### config.mk
export PLATFORM = sky130hd
export DESIGN_NAME = sc_fifo_burst_reader
export DESIGN_NICKNAME = d
export VERILOG_FILES = /design/src/rtl/sc_fifo_burst_reader.sv
export SDC_FILE = /design/constraint.sdc
export NUM_CORES = 1
export LEC_CHECK = 0
export CORE_ASPECT_RATIO = 0.6
export CORE_MARGIN = 2
export CORE_UTILIZATION = 30
export CTS_CLUSTER_SIZE = 28
export DETAILED_ROUTE_END_ITERATION = 10
export GPL_ROUTABILITY_DRIVEN = 0
export MAX_ROUTING_LAYER = met4
export RECOVER_POWER = 25
export SETUP_SLACK_MARGIN = 0.15
export SYNTH_ARGS = -nofsm -noshare
export SYNTH_HDL_FRONTEND = slang
export SYNTH_SLANG_ARGS = --single-unit
### constraint.sdc
create_clock -name clk_i -period 2.8 [get_ports clk_i]
set_clock_uncertainty 0.1 [all_clocks]
set_input_delay 0.28 -clock clk_i [delete_from_list [all_inputs] [get_ports clk_i]]
set_output_delay 0.28 -clock clk_i [all_outputs]
set_load 0.05 [all_outputs]
### src/rtl/sc_fifo_burst_reader.sv
// Read-side master for a single-clock show-ahead FIFO: pops words into a
// 2-entry output buffer and presents them as a valid/ready stream, optionally framed in bursts.
module sc_fifo_burst_reader #(
    parameter int DATA_W    = 256,
    parameter int ADDR_W    = 10,
    parameter int BURST_LEN = 16
) (
    input  logic              clk_i,
    input  logic              rst_n_i,
    output logic              fifo_rd_en_o,
    input  logic [DATA_W-1:0] fifo_data_i,
    input  logic              fifo_empty_i,
    input  logic [ADDR_W:0]   fifo_usedw_i,
    input  logic              burst_mode_i,
    input  logic              flush_i,
    output logic              src_valid_o,
    output logic [DATA_W-1:0] src_data_o,
    output logic              src_last_o,
    input  logic              src_ready_i,
    output logic              busy_o
);

    localparam int CNT_W = ADDR_W + 1;
    localparam logic [CNT_W-1:0] BURST_LEN_C = CNT_W'(BURST_LEN);
    localparam logic [CNT_W-1:0] ONE_C       = {{(CNT_W-1){1'b0}}, 1'b1};
    localparam logic [CNT_W-1:0] ZERO_C      = {CNT_W{1'b0}};

    typedef enum logic [1:0] {
        ST_IDLE   = 2'd0,
        ST_STREAM = 2'd1,
        ST_BURST  = 2'd2,
        ST_DRAIN  = 2'd3
    } state_e;

    state_e            state_r;
    state_e            state_nx_s;
    logic [CNT_W-1:0]  cnt_r;
    logic [CNT_W-1:0]  cnt_nx_s;
    logic [CNT_W-1:0]  len_r;
    logic [CNT_W-1:0]  len_nx_s;
    logic [1:0]        occ_r;
    logic [1:0]        occ_nx_s;
    logic [DATA_W-1:0] data0_r;
    logic [DATA_W-1:0] data1_r;
    logic              last0_r;
    logic              last1_r;
    logic              valid_r;
    logic              busy_r;
    logic              fetch_allowed_s;
    logic              rd_en_s;
    logic              pop_s;
    logic              push_last_s;

    // Fetch decision: depends only on registered state and FIFO flags, never on src_ready_i.
    always_comb begin
        fetch_allowed_s = 1'b0;
        case (state_r)
            ST_STREAM: fetch_allowed_s = 1'b1;
            ST_BURST:  fetch_allowed_s = (cnt_r < len_r);
            default:   fetch_allowed_s = 1'b0;
        endcase
        rd_en_s     = fetch_allowed_s && !fifo_empty_i && (occ_r != 2'd2);
        pop_s       = valid_r && src_ready_i;
        push_last_s = (state_r == ST_BURST) && ((cnt_r + ONE_C) == len_r);
        occ_nx_s    = occ_r + {1'b0, rd_en_s} - {1'b0, pop_s};
        fifo_rd_en_o = rd_en_s && rst_n_i;
    end

    // Next-state, burst counter and latched burst length.
    always_comb begin
        state_nx_s = state_r;
        cnt_nx_s   = cnt_r;
        len_nx_s   = len_r;
        case (state_r)
            ST_IDLE: begin
                cnt_nx_s = ZERO_C;
                if (!burst_mode_i) begin
                    if (!fifo_empty_i) begin
                        state_nx_s = ST_STREAM;
                    end else begin
                        state_nx_s = ST_IDLE;
                    end
                end else if (fifo_usedw_i >= BURST_LEN_C) begin
                    state_nx_s = ST_BURST;
                    len_nx_s   = BURST_LEN_C;
                end else if (flush_i && !fifo_empty_i) begin
                    // Threshold not met here, so usedw is already the min of usedw and BURST_LEN.
                    state_nx_s = ST_BURST;
                    len_nx_s   = fifo_usedw_i;
                end else begin
                    state_nx_s = ST_IDLE;
                end
            end
            ST_STREAM: begin
                if (fifo_empty_i) begin
                    state_nx_s = ST_IDLE;
                end else begin
                    state_nx_s = ST_STREAM;
                end
            end
            ST_BURST: begin
                if (rd_en_s) begin
                    cnt_nx_s = cnt_r + ONE_C;
                    if (push_last_s) begin
                        state_nx_s = ST_DRAIN;
                    end else begin
                        state_nx_s = ST_BURST;
                    end
                end else begin
                    state_nx_s = ST_BURST;
                end
            end
            ST_DRAIN: begin
                if (pop_s && (occ_r == 2'd1)) begin
                    state_nx_s = ST_IDLE;
                    cnt_nx_s   = ZERO_C;
                end else begin
                    state_nx_s = ST_DRAIN;
                end
            end
            default: begin
                state_nx_s = ST_IDLE;
                cnt_nx_s   = ZERO_C;
            end
        endcase
    end

    // State, counter and status registers.
    always_ff @(posedge clk_i or negedge rst_n_i) begin
        if (!rst_n_i) begin
            state_r <= ST_IDLE;
            cnt_r   <= ZERO_C;
            len_r   <= ZERO_C;
            occ_r   <= 2'd0;
            valid_r <= 1'b0;
            busy_r  <= 1'b0;
        end else begin
            state_r <= state_nx_s;
            cnt_r   <= cnt_nx_s;
            len_r   <= len_nx_s;
            occ_r   <= occ_nx_s;
            valid_r <= (occ_nx_s != 2'd0);
            busy_r  <= (state_nx_s != ST_IDLE) || (occ_nx_s != 2'd0);
        end
    end

    // Two-entry output buffer; entry 0 is the head and only moves on pop or on a push into an empty slot.
    always_ff @(posedge clk_i or negedge rst_n_i) begin
        if (!rst_n_i) begin
            data0_r <= {DATA_W{1'b0}};
            data1_r <= {DATA_W{1'b0}};
            last0_r <= 1'b0;
            last1_r <= 1'b0;
        end else begin
            if (pop_s) begin
                data0_r <= data1_r;
                last0_r <= last1_r;
            end
            if (rd_en_s) begin
                if ((occ_r == 2'd0) || ((occ_r == 2'd1) && pop_s)) begin
                    data0_r <= fifo_data_i;
                    last0_r <= push_last_s;
                end else begin
                    data1_r <= fifo_data_i;
                    last1_r <= push_last_s;
                end
            end
        end
    end

    assign src_valid_o = valid_r;
    assign src_data_o  = data0_r;
    assign src_last_o  = last0_r;
    assign busy_o      = busy_r;

endmodule

==> impl_metrics.yaml <==
die:
  ios: 533
  die_area_um2: 83300
  die_y_um: 224
  coreArea_um2: 79800
  rows: 80
  initial_utilization_pct: 30.4
  chipWidth_um: 371
setup_path:
  cp_top_family: "compound AO/OA/AOI/OAI gates"
  critPathLaunchType: "flip-flop"
  cp.arrival_ns: 3.40
  slowest_stage: "dfrtp_1"
  crit_fanout: 7
  critical_path_class: "flip-flop to flip-flop"
  crit_required_ns: 3.17
  worstPathCellList: "ha_4, a21o_1, a21o_1, a2111oi_4, o21bai_4, buf_6, buf_6, o211a_4, buf_12, buf_16, buf_12, buf_8, mux2_4"
  cp-end-kind: "flip-flop"
  cp_num_buf_inv: 6
  slowest_delay_ns: 0.41
routing:
  wl_um: 74300
  dr.first_iter.drc_count: 649
  first_pass_iters: 4
  route.detailed.drc: 0
  detail-route-antenna-nets: 0
  vias: 16061
  vias_per_cell: 4.69
  wl_per_cell_um: 21.7
timing:
  setup_viol: 498
  relSlewSlack_pct: 3.85
  slew_viol_final: 0
  worstMarginPinSlew_ns: 1.44
  period_share_pct: 108
  rsz0062_at_grt: "yes"
  hold_ws_ns: 0.0883
  min_period_ns: 3.03
  timing.final.ws_setup_ns: -0.231
  finalHoldViolations: 0
  fmax_ghz: 0.330
placed_design:
  pre_cts_slack_ns: -0.131
  dpl_cell_area_um2: 32300
  port_buffers: 532
  dp_hpwl_um: 47300
global_routing:
  grt_pass1_vias: 17355
  grt_max_degree: 138
  grt_first_pass_wirelength_um: 107000
  globalRouteOverflowTotal: 0
  antenna_found_initial: 5
  grt_usage_pct: 17.0
pwr:
  power_w: 0.0437
  powerDensity_nw_per_um2: 1200
  total_leakage_power_nw: 15.9
  peakVddDrop_mv: 0.752
hold_path:
  hold_path.class: "primary input to asynchronous set/reset pin"
finish:
  fin_util_pct: 45.7
  nets: 2604
  syn_to_final_growth_pct: 50.1
  drive_above_1_share_pct: 45.9
  fillers: 6921
  ff_latch_area_um2: 13600
  multi_input_area_um2: 11000
  postLayoutCellArea_um2: 36500
clock_tree:
  clock_latency_ns: 0.61
  cts_max_level: 2
  cts_buffer_depth: 3
  clockRootBuffer: "clkbuf_16"
  cts_sinks: 542
  cts_tree: "built"
  numCtsBuffers: 54
  clkTransAtPathRegs_ns: 0.07
logic_synthesis:
  synth_ff_type: "dfrtp_1"
  ys_seq_area_share_pct: 55.8
  yosys_warnings: 0
  syn_inst: 1617
  ys_ff_latch: 542
  synth_edf_count: 0
  syn_area_um2: 24300
  synth.net_count: 1909
  syn_avg_cell_area_um2: 15.0
  synth.distinct_cells: 49
  async_flop_share_pct: 100
status:
  violations: "negative setup slack"
  status: "finished with violations"
flow_run:
  drv_cap: 0
-- metrics by stage --
| stage | TNS (ns) | std cells |
|---|---|---|
| 2_1_floorplan | -0.0675 | 1617 |
| 6_report | -65.82 | 3422 |
| 5_1_grt | -103.74 | 3422 |
| 3_3_place_gp | -10.59 | 3224 |
| 3_5_place_dp | -16.24 | 3224 |
| 4_1_cts | -52.32 | 3373 |
-- cells by family (layout without fill, tap and decap cells) --
logic type,after synthesis,after routing,synth area share [%]
muxes,772,772,35.8
xor gates and xnor gates,14,14,0.505
buffers and inverters,122,856,3.34
other,0,5,0
adders and majority gates,19,19,0.979
AOI/OAI and AO/OA,70,70,1.96
and+or+nand+nor,78,78,1.61
DFF,542,542,55.8
-- repair_timing --
item,4_1_cts,5_1_grt
gates cloned,23,26
buffers inserted,30,19
endpoints found under the setup margin,449,528
gates resized for setup,73,98
endpoints found under the hold margin,239,0
hold buffers,1,0
pin swaps,10,9
-- worst register-to-register path, stage by stage (launching register included) --
cell and delay [ns]:
dfrtp_1 0.41, ha_4 0.25, a21o_1 0.15, a21o_1 0.17, a2111oi_4 0.36, o21bai_4 0.20
buf_6 0.13, buf_6 0.09, o211a_4 0.22, buf_12 0.13, buf_16 0.15, buf_12 0.12
buf_8 0.13, mux2_4 0.30
-- placed cells by master, fill, tap and decap left out, drive strengths merged, types with 2 or more instances in the layout --
cell           instances
and4                   3
a41oi                  2
a21oi                 21
nand2                 21
xnor2                  9
nor3                   9
bufinv                 2
and2                   4
ha                    19
mux2i                  4
clkdlybuf4s50        530
o31ai                  2
a211oi                 6
o21ai                 14
xor2                   5
o311ai                 2
or4                    2
dfrtp                542
nor4                   4
and3                   4
mux2                 768
clkbuf               101
nor2                  13
a31oi                  6
diode                  5
a21o                   3
clkinvlp               5
nand3                  8
inv                   27
buf                  175
o211ai                 3
nand4                  6
clkinv                14
-- Yosys cell counts, drive strengths merged, types with 5 or more instances --
cell type / count / area (um^2)
a211oi: 6 / 45.0
a21oi: 21 / 105
a31oi: 6 / 37.5
buf: 57 / 567
clkbuf: 39 / 146
dfrtp: 542 / 13600
ha: 19 / 238
inv: 26 / 97.6
mux2: 768 / 8650
nand2: 21 / 78.8
nand3: 8 / 40.0
nand4: 6 / 37.5
nor2: 13 / 48.8
nor3: 9 / 45.0
o21ai: 14 / 70.1
xnor2: 9 / 78.8
xor2: 5 / 43.8
-- routing by layer --
metal  up-vias  track usage (%)  wire, um
li1       7256                -         -
met1      8370             22.8     34700
met2       355             26.3     34500
met3        80             4.07      3970
met4         0             3.51      1220
met5         -                -         0
-- area by class of cell --
| cell class | instances | area share (%) |
|---|---|---|
| Timing Repair Buffer | 735 | 23.9 |
| Clock inverter | 22 | 0.494 |
| Antenna cell | 5 | 0.0343 |
| Clock buffer | 73 | 4.29 |
| Multi-Input combinational cell | 953 | 30.1 |
| Tap cell | 1066 | 3.66 |
| Inverter | 26 | 0.268 |
| Sequential cell | 542 | 37.2 |
-- path summary, 6_finish.rpt --
kind | from | endpoint | slack [ns] | cells past startpoint
min | rst_n_i | cnt_r[7] | 0.09 | 2
max reg2reg | cnt_r[8] | src_data_o[157] | -0.23 | 13
min reg2reg | data1_r[218] | data1_r[218] | 0.40 | 1
max in group asynchronous | rst_n_i | src_data_o[69] | 0.44 | 4
max | cnt_r[8] | src_data_o[157] | -0.23 | 13
min in group clk_i | fifo_usedw_i[1] | len_r[1] | 0.13 | 3
-- flip-flops by register name, indices dropped and copies added (netlist names) --
register and flops:
busy_o 1, cnt_r 11, data1_r 256, last1_r 1, len_r 11, occ_r 2, src_data_o 256, src_last_o 1
src_valid_o 1, state_r 2
-- power by group --
group / internal (W) / leakage, nW / switching, W
logic: 0.0113 / 8.39 / 0.0116
registers: 0.0115 / 6.69 / 0.00192
clock network: 0.00408 / 0.860 / 0.00322
total: 0.0270 / 15.9 / 0.0167
No activity file was read; power rests on OpenSTA's default activity.
